$ cat src/rtl/vlsu_pkg.sv
// Shared types and constants for the vector load/store unit.
package vlsu_pkg;

    localparam int unsigned LANES  = 4;
    localparam int unsigned BYTE_W = 8;
    localparam int unsigned VEC_W  = BYTE_W * LANES;
    localparam int unsigned IDX_W  = 2;
    localparam int unsigned VREG_W = 2;

    localparam logic [IDX_W-1:0] LAST_IDX = IDX_W'(LANES - 1);

    localparam logic OP_VLD = 1'b0;
    localparam logic OP_VST = 1'b1;

    typedef enum logic [2:0] {
        IDLE,
        LD_REQ,
        LD_WAIT,
        LD_WB,
        ST_WR
    } state_e;

endpackage

$ cat src/rtl/vlsu_addr_gen.sv
// Lane address generator: base + idx*stride, wrapping modulo 2^ADDR_W.
module vlsu_addr_gen
    import vlsu_pkg::*;
#(
    parameter int unsigned ADDR_W = 8
) (
    input  logic [ADDR_W-1:0] base,
    input  logic [IDX_W-1:0]  idx,
    input  logic [ADDR_W-1:0] stride,
    output logic [ADDR_W-1:0] addr
);

    assign addr = base + ADDR_W'(ADDR_W'(idx) * stride);

endmodule

$ cat src/rtl/vector_load_store_unit.sv
// Multi-cycle mover between the vector register file and byte-wide data memory.
// Optional per-lane address stride enabled by defining VLSU_STRIDE_EN.
module vector_load_store_unit
    import vlsu_pkg::*;
#(
    parameter int unsigned ADDR_W = 8
) (
    input  logic              clock,
    input  logic              reset,
    input  logic              start,
    input  logic              op,
    input  logic [VREG_W-1:0] vreg,
    input  logic [ADDR_W-1:0] base,
`ifdef VLSU_STRIDE_EN
    input  logic [ADDR_W-1:0] stride,
`endif
    output logic              busy,
    output logic              done,
    output logic [ADDR_W-1:0] mem_addr,
    output logic              mem_read,
    output logic              mem_write,
    output logic [BYTE_W-1:0] mem_wdata,
    input  logic [BYTE_W-1:0] mem_rdata,
    output logic [VREG_W-1:0] vrf_rreg,
    input  logic [VEC_W-1:0]  vrf_rdata,
    output logic [VREG_W-1:0] vrf_wreg,
    output logic [VEC_W-1:0]  vrf_wdata,
    output logic              vrf_write
);

    state_e                    state;
    logic [IDX_W-1:0]          idx;
    logic [IDX_W-1:0]          idx_n;
    logic [VREG_W-1:0]         vreg_q;
    logic [ADDR_W-1:0]         base_q;
    logic [ADDR_W-1:0]         stride_q;
    logic [ADDR_W-1:0]         stride_in;
    logic [VEC_W-1:0]          st_buf;
    logic [VEC_W-BYTE_W-1:0]   asm_q;
    logic [ADDR_W-1:0]         ag_base;
    logic [ADDR_W-1:0]         ag_stride;
    logic [IDX_W-1:0]          ag_idx;
    logic [ADDR_W-1:0]         ag_addr;

`ifdef VLSU_STRIDE_EN
    assign stride_in = stride;
`else
    assign stride_in = ADDR_W'(1);
`endif

    assign idx_n = idx + IDX_W'(1);

    // Register file is read combinationally while idle so VST can snapshot at acceptance.
    assign vrf_rreg = (state == IDLE && !reset) ? vreg : '0;

    // Outputs are registered, so the generator computes the address of the next lane.
    always_comb begin
        ag_base   = base_q;
        ag_idx    = idx_n;
        ag_stride = stride_q;
        if (state == IDLE) begin
            ag_base   = base;
            ag_idx    = '0;
            ag_stride = stride_in;
        end
    end

    vlsu_addr_gen #(.ADDR_W(ADDR_W)) u_addr_gen (
        .base   (ag_base),
        .idx    (ag_idx),
        .stride (ag_stride),
        .addr   (ag_addr)
    );

    always_ff @(posedge clock or posedge reset) begin
        if (reset) begin
            state     <= IDLE;
            idx       <= '0;
            vreg_q    <= '0;
            base_q    <= '0;
            stride_q  <= '0;
            st_buf    <= '0;
            asm_q     <= '0;
            busy      <= 1'b0;
            done      <= 1'b0;
            mem_addr  <= '0;
            mem_read  <= 1'b0;
            mem_write <= 1'b0;
            mem_wdata <= '0;
            vrf_wreg  <= '0;
            vrf_wdata <= '0;
            vrf_write <= 1'b0;
        end else begin
            busy      <= 1'b0;
            done      <= 1'b0;
            mem_read  <= 1'b0;
            mem_write <= 1'b0;
            vrf_write <= 1'b0;
            case (state)
                IDLE: begin
                    if (start) begin
                        vreg_q   <= vreg;
                        base_q   <= base;
                        stride_q <= stride_in;
                        idx      <= '0;
                        busy     <= 1'b1;
                        mem_addr <= ag_addr;
                        if (op == OP_VST) begin
                            st_buf    <= vrf_rdata;
                            mem_write <= 1'b1;
                            mem_wdata <= vrf_rdata[BYTE_W-1:0];
                            state     <= ST_WR;
                        end else begin
                            mem_read <= 1'b1;
                            state    <= LD_REQ;
                        end
                    end
                end
                LD_REQ: begin
                    busy <= 1'b1;
                    // Read data trails the address by a cycle; shift bytes in from the top.
                    if (idx != '0) begin
                        asm_q <= {mem_rdata, asm_q[VEC_W-BYTE_W-1:BYTE_W]};
                    end
                    if (idx == LAST_IDX) begin
                        state <= LD_WAIT;
                    end else begin
                        idx      <= idx_n;
                        mem_read <= 1'b1;
                        mem_addr <= ag_addr;
                    end
                end
                LD_WAIT: begin
                    busy      <= 1'b1;
                    done      <= 1'b1;
                    vrf_write <= 1'b1;
                    vrf_wreg  <= vreg_q;
                    vrf_wdata <= {mem_rdata, asm_q};
                    state     <= LD_WB;
                end
                LD_WB: begin
                    state <= IDLE;
                end
                ST_WR: begin
                    if (idx == LAST_IDX) begin
                        state <= IDLE;
                    end else begin
                        idx       <= idx_n;
                        busy      <= 1'b1;
                        done      <= (idx_n == LAST_IDX);
                        mem_write <= 1'b1;
                        mem_addr  <= ag_addr;
                        mem_wdata <= st_buf[{idx_n, 3'b000} +: BYTE_W];
                    end
                end
                default: begin
                    state <= IDLE;
                end
            endcase
        end
    end

endmodule

$ cat config.mk
export PLATFORM = sky130hd
export DESIGN_NAME = vector_load_store_unit
export DESIGN_NICKNAME = d
export VERILOG_FILES = /design/src/rtl/vlsu_pkg.sv /design/src/rtl/vlsu_addr_gen.sv /design/src/rtl/vector_load_store_unit.sv
export SDC_FILE = /design/constraint.sdc
export NUM_CORES = 1
export LEC_CHECK = 0
export BUFFER_PORTS_ARGS = -buffer_cell sky130_fd_sc_hd__buf_2
export CAP_MARGIN = 0
export CORE_MARGIN = 8
export CORE_UTILIZATION = 55
export CTS_CLUSTER_SIZE = 8
export DETAILED_ROUTE_END_ITERATION = 7
export GPL_TIMING_DRIVEN = 0
export PLACE_DENSITY = 0.81
export SYNTH_ARGS = -nofsm -noshare
export SYNTH_HDL_FRONTEND = slang
export SYNTH_SLANG_ARGS = --single-unit
export TNS_END_PERCENT = 50
$ cat constraint.sdc
create_clock -name clock -period 6.37 [get_ports clock]
set_input_delay 1.274 -clock clock [delete_from_list [all_inputs] [get_ports clock]]
set_output_delay 1.274 -clock clock [all_outputs]
set_load 0.02 [all_outputs]
==> out/results.tsv <==
metric	value	unit
Slowest cell on crit path	buf_16	
Max Transition Viols Final	0	
ys async rst share	100	%
final hold vios	0	
critical path peak fanout	84	
Mapped Cells	382	
Critical Path Most Common Cell	buf_2	
clock root cell	clkbuf_8	
cell family with most CP delay	buffers and inverters	
pwr/cell area	555	nW/µm²
num ports	111	
Crit path arrival time	2.52	ns
number of global-route vias before repair	4124	
Clk pwr share	26.1	%
Synth top area share	56.1	%
Synth Cell Area	5670	µm²
clock slew at reported path FFs	0.06	ns
die height	118	µm
Compound-Gate Fraction of Synth Area	3.31	%
WL/cell	18.9	µm
Final #Nets	572	
leading area contributor after synthesis	dfrtp_1	
clk buf depth	2	
routed vias	3628	
Lkg Pwr	3.53	nW
CP cell instances	buf_2 -> inv_6 -> buf_16 -> and3_1 -> buf_2	
total global routing overflow	0	
initial antenna violation count	0	
num rows	37	
CTS Buf Count	17	
maximum number of pins on one net before global-route repair	85	
Sw Ratio	33.2	%
EDFF count, synth	0	
Worst EP required	5.10	ns
synth-to-layout area growth	24.4	%
critical path class	primary input to output port	
Worst setup SP type	primary input	
clk sinks	127	
Setup Viol. Count Final	0	
post-synthesis register bit count	127	
number of max-cap violations	0	
Post CTS Setup Buffer Count	0	
Avg Cell Area, Syn	14.8	µm²
Top FF cell, synth	dfrtp_1	
cell with the most instances after synthesis	dfrtp_1	
Port-buffer cells	110	
Worst setup EP type	output port	
Final Cycle Share	59.6	%
final WL	12500	µm
Die ar.	13800	µm²
CTS tree	done	
syn_nets	442	
worst skew pair latency	0.52	ns
Final Skew	0.00490	ns
antenna-violating nets left	0	
first-pass GRT wire length	21100	µm
Hold Crit Class	register to register	
Final min period	3.80	ns
fraction of layout cells with a size suffix above 1	56.4	%
initial core utilization	55.7	%
drt first pass iters	4	
outcome	complete, no violations	
multiplexer area fraction after synthesis	29.4	%
NetSw	1.30	mW
post-synthesis xor/xnor area fraction	0.309	%
hold buffers post-CTS	0	
Seq/Total Area, Yosys	56.1	%
post-synthesis simple-gate area fraction	6.47	%
dpl ws	2.52	ns
P_int	2.61	mW
largest family of logic cells by synthesized area	multiplexers	
fmax	263	MHz
Yosys warnings	0	
most area-consuming cells after synthesis	dfrtp_1 56%, mux2_2 17%, mux2_4 7.7%	
CORE AREA	10200	µm²
worst path buffer plus inverter count	4	
dpl hpwl	8700	µm
setup total negative slack	0	ns
gpl congestion	0.813	
Die X	118	µm
post-CTS sizing	0	
RSZ-0062 raised after global routing	false	
slew at the pin closest to its max-slew limit	0.593	ns
Synth cell types	49	
Peak supply drop	0.286	mV
DRC violation total after the first TritonRoute iteration	158	
Reg power frac	35.8	%
adder-cell area share of the yosys netlist	1.46	%
Worst Slack Setup Final	2.57	ns
H-tree lvl count	4	
Slew headroom	60.5	%
most frequent cells after synthesis	127 x dfrtp_1, 88 x mux2_2, 29 x mux2_4	
drt via density	5.49	
max incr delay on CP	0.38	ns
GRT Total Usage	18.9	%
DR DRC count	0	
diode count	0	
Comb pwr share	38.1	%
-- worst reg2reg max path, delay by kind of cell, from the launching register on --
family,cells,cell delay [ns]
and+or+nand+nor,3,0.62
AOI/OAI and AO/OA,2,0.45
DFF,1,0.36
buffers and inverters,3,0.88
adders and majority gates,2,0.67
-- through the flow --
| step | std cells | area (µm²) | utilization (%) | hold slack (ns) | total power [mW] |
|---|---|---|---|---|---|
| after floorplan | 382 | 5670 | - | 0.446 | 2.48 |
| after global placement | 628 | 6390 | 62.7 | 0.460 | 2.83 |
| after detailed placement | 629 | 6420 | 63.0 | 0.462 | 2.90 |
| after CTS | 661 | 7050 | 69.2 | 0.476 | 3.94 |
| after global routing | 661 | 7050 | 69.2 | 0.512 | 4.12 |
| final | 661 | 7050 | 69.2 | 0.471 | 3.91 |
-- power groups by stage --
| stage | Combinational (mW) | Sequential, mW | Clock [mW] |
|---|---|---|---|
| after floorplan | 0.963 | 1.51 | 0 |
| after global placement | 1.45 | 1.38 | 0 |
| after detailed placement | 1.50 | 1.40 | 0 |
| after CTS | 1.51 | 1.40 | 1.03 |
| after global routing | 1.61 | 1.44 | 1.07 |
| final | 1.49 | 1.40 | 1.02 |
-- logic make-up after synthesis --
kind of cell,Yosys count
and+or+nand+nor,63
muxes,131
xor gates and xnor gates,2
buffers and inverters,26
DFF,127
AOI/OAI and AO/OA,27
adders and majority gates,6
-- registers in the layout (all words and copies together) (netlist names) --
| signal | count |
|---|---|
| base_q | 8 |
| mem_wdata | 8 |
| stride_q | 1 |
| busy | 1 |
| done | 1 |
| vreg_q | 2 |
| vrf_wreg | 2 |
| mem_write | 1 |
| vrf_wdata | 32 |
| idx | 2 |
| mem_addr | 8 |
| mem_read | 1 |
| st_buf | 32 |
| asm_q | 24 |
| vrf_write | 1 |
| state | 3 |
-- area by class of cell --
type,count,area [µm²]
flip-flops and latches,127,3180
fillers,717,3130
multi-input cells,229,2320
repair buffers,111,578
clock buffers,22,473
well taps,136,170
clock inverters,10,156
plain buffers,19,143
inverters,7,31.3
-- cells in the final DEF, fill, tap and decap left out, drive strengths merged, types with 3 or more instances in the layout --
master,netlist,final
clkbuf,1,23
a21oi,7,7
ha,5,5
mux2,117,117
and3,4,4
mux2i,6,6
nor2,8,8
bufinv,0,4
clkinv,0,4
o21ai,6,6
nand3,8,8
nand2,24,24
nor3,3,3
nor3b,3,3
dfrtp,127,127
buf,18,129
inv,7,8
mux4,8,8
-- final timing paths --
path                                              start                   endpoint  slack [ns]  depth (start not counted)
worst max-delay path                              reset                vrf_rreg[1]        2.57                          5
worst min-delay path            mem_addr[0]$_DFFE_PP0P_    mem_addr[0]$_DFFE_PP0P_        0.47                          2
worst max register to register       idx[0]$_DFFE_PP0P_    mem_addr[3]$_DFFE_PP0P_        3.32                         10
worst min register to register  mem_addr[0]$_DFFE_PP0P_    mem_addr[0]$_DFFE_PP0P_        0.47                          2
max in group asynchronous                         reset      base_q[3]$_DFFE_PP0P_        4.87                          3
min in group asynchronous                         reset  vrf_wdata[29]$_DFFE_PP0P_        0.76                          2
-- per-layer routing --
layer	vias up	global-route usage, %	part of all wire [%]
met5	-	0	0
met4	0	6.57	1.5
met3	18	6.76	6.3
met2	110	31.2	49
met1	1858	22.5	44
li1	1642	-	-
No activity file was read; power rests on OpenSTA's default activity.
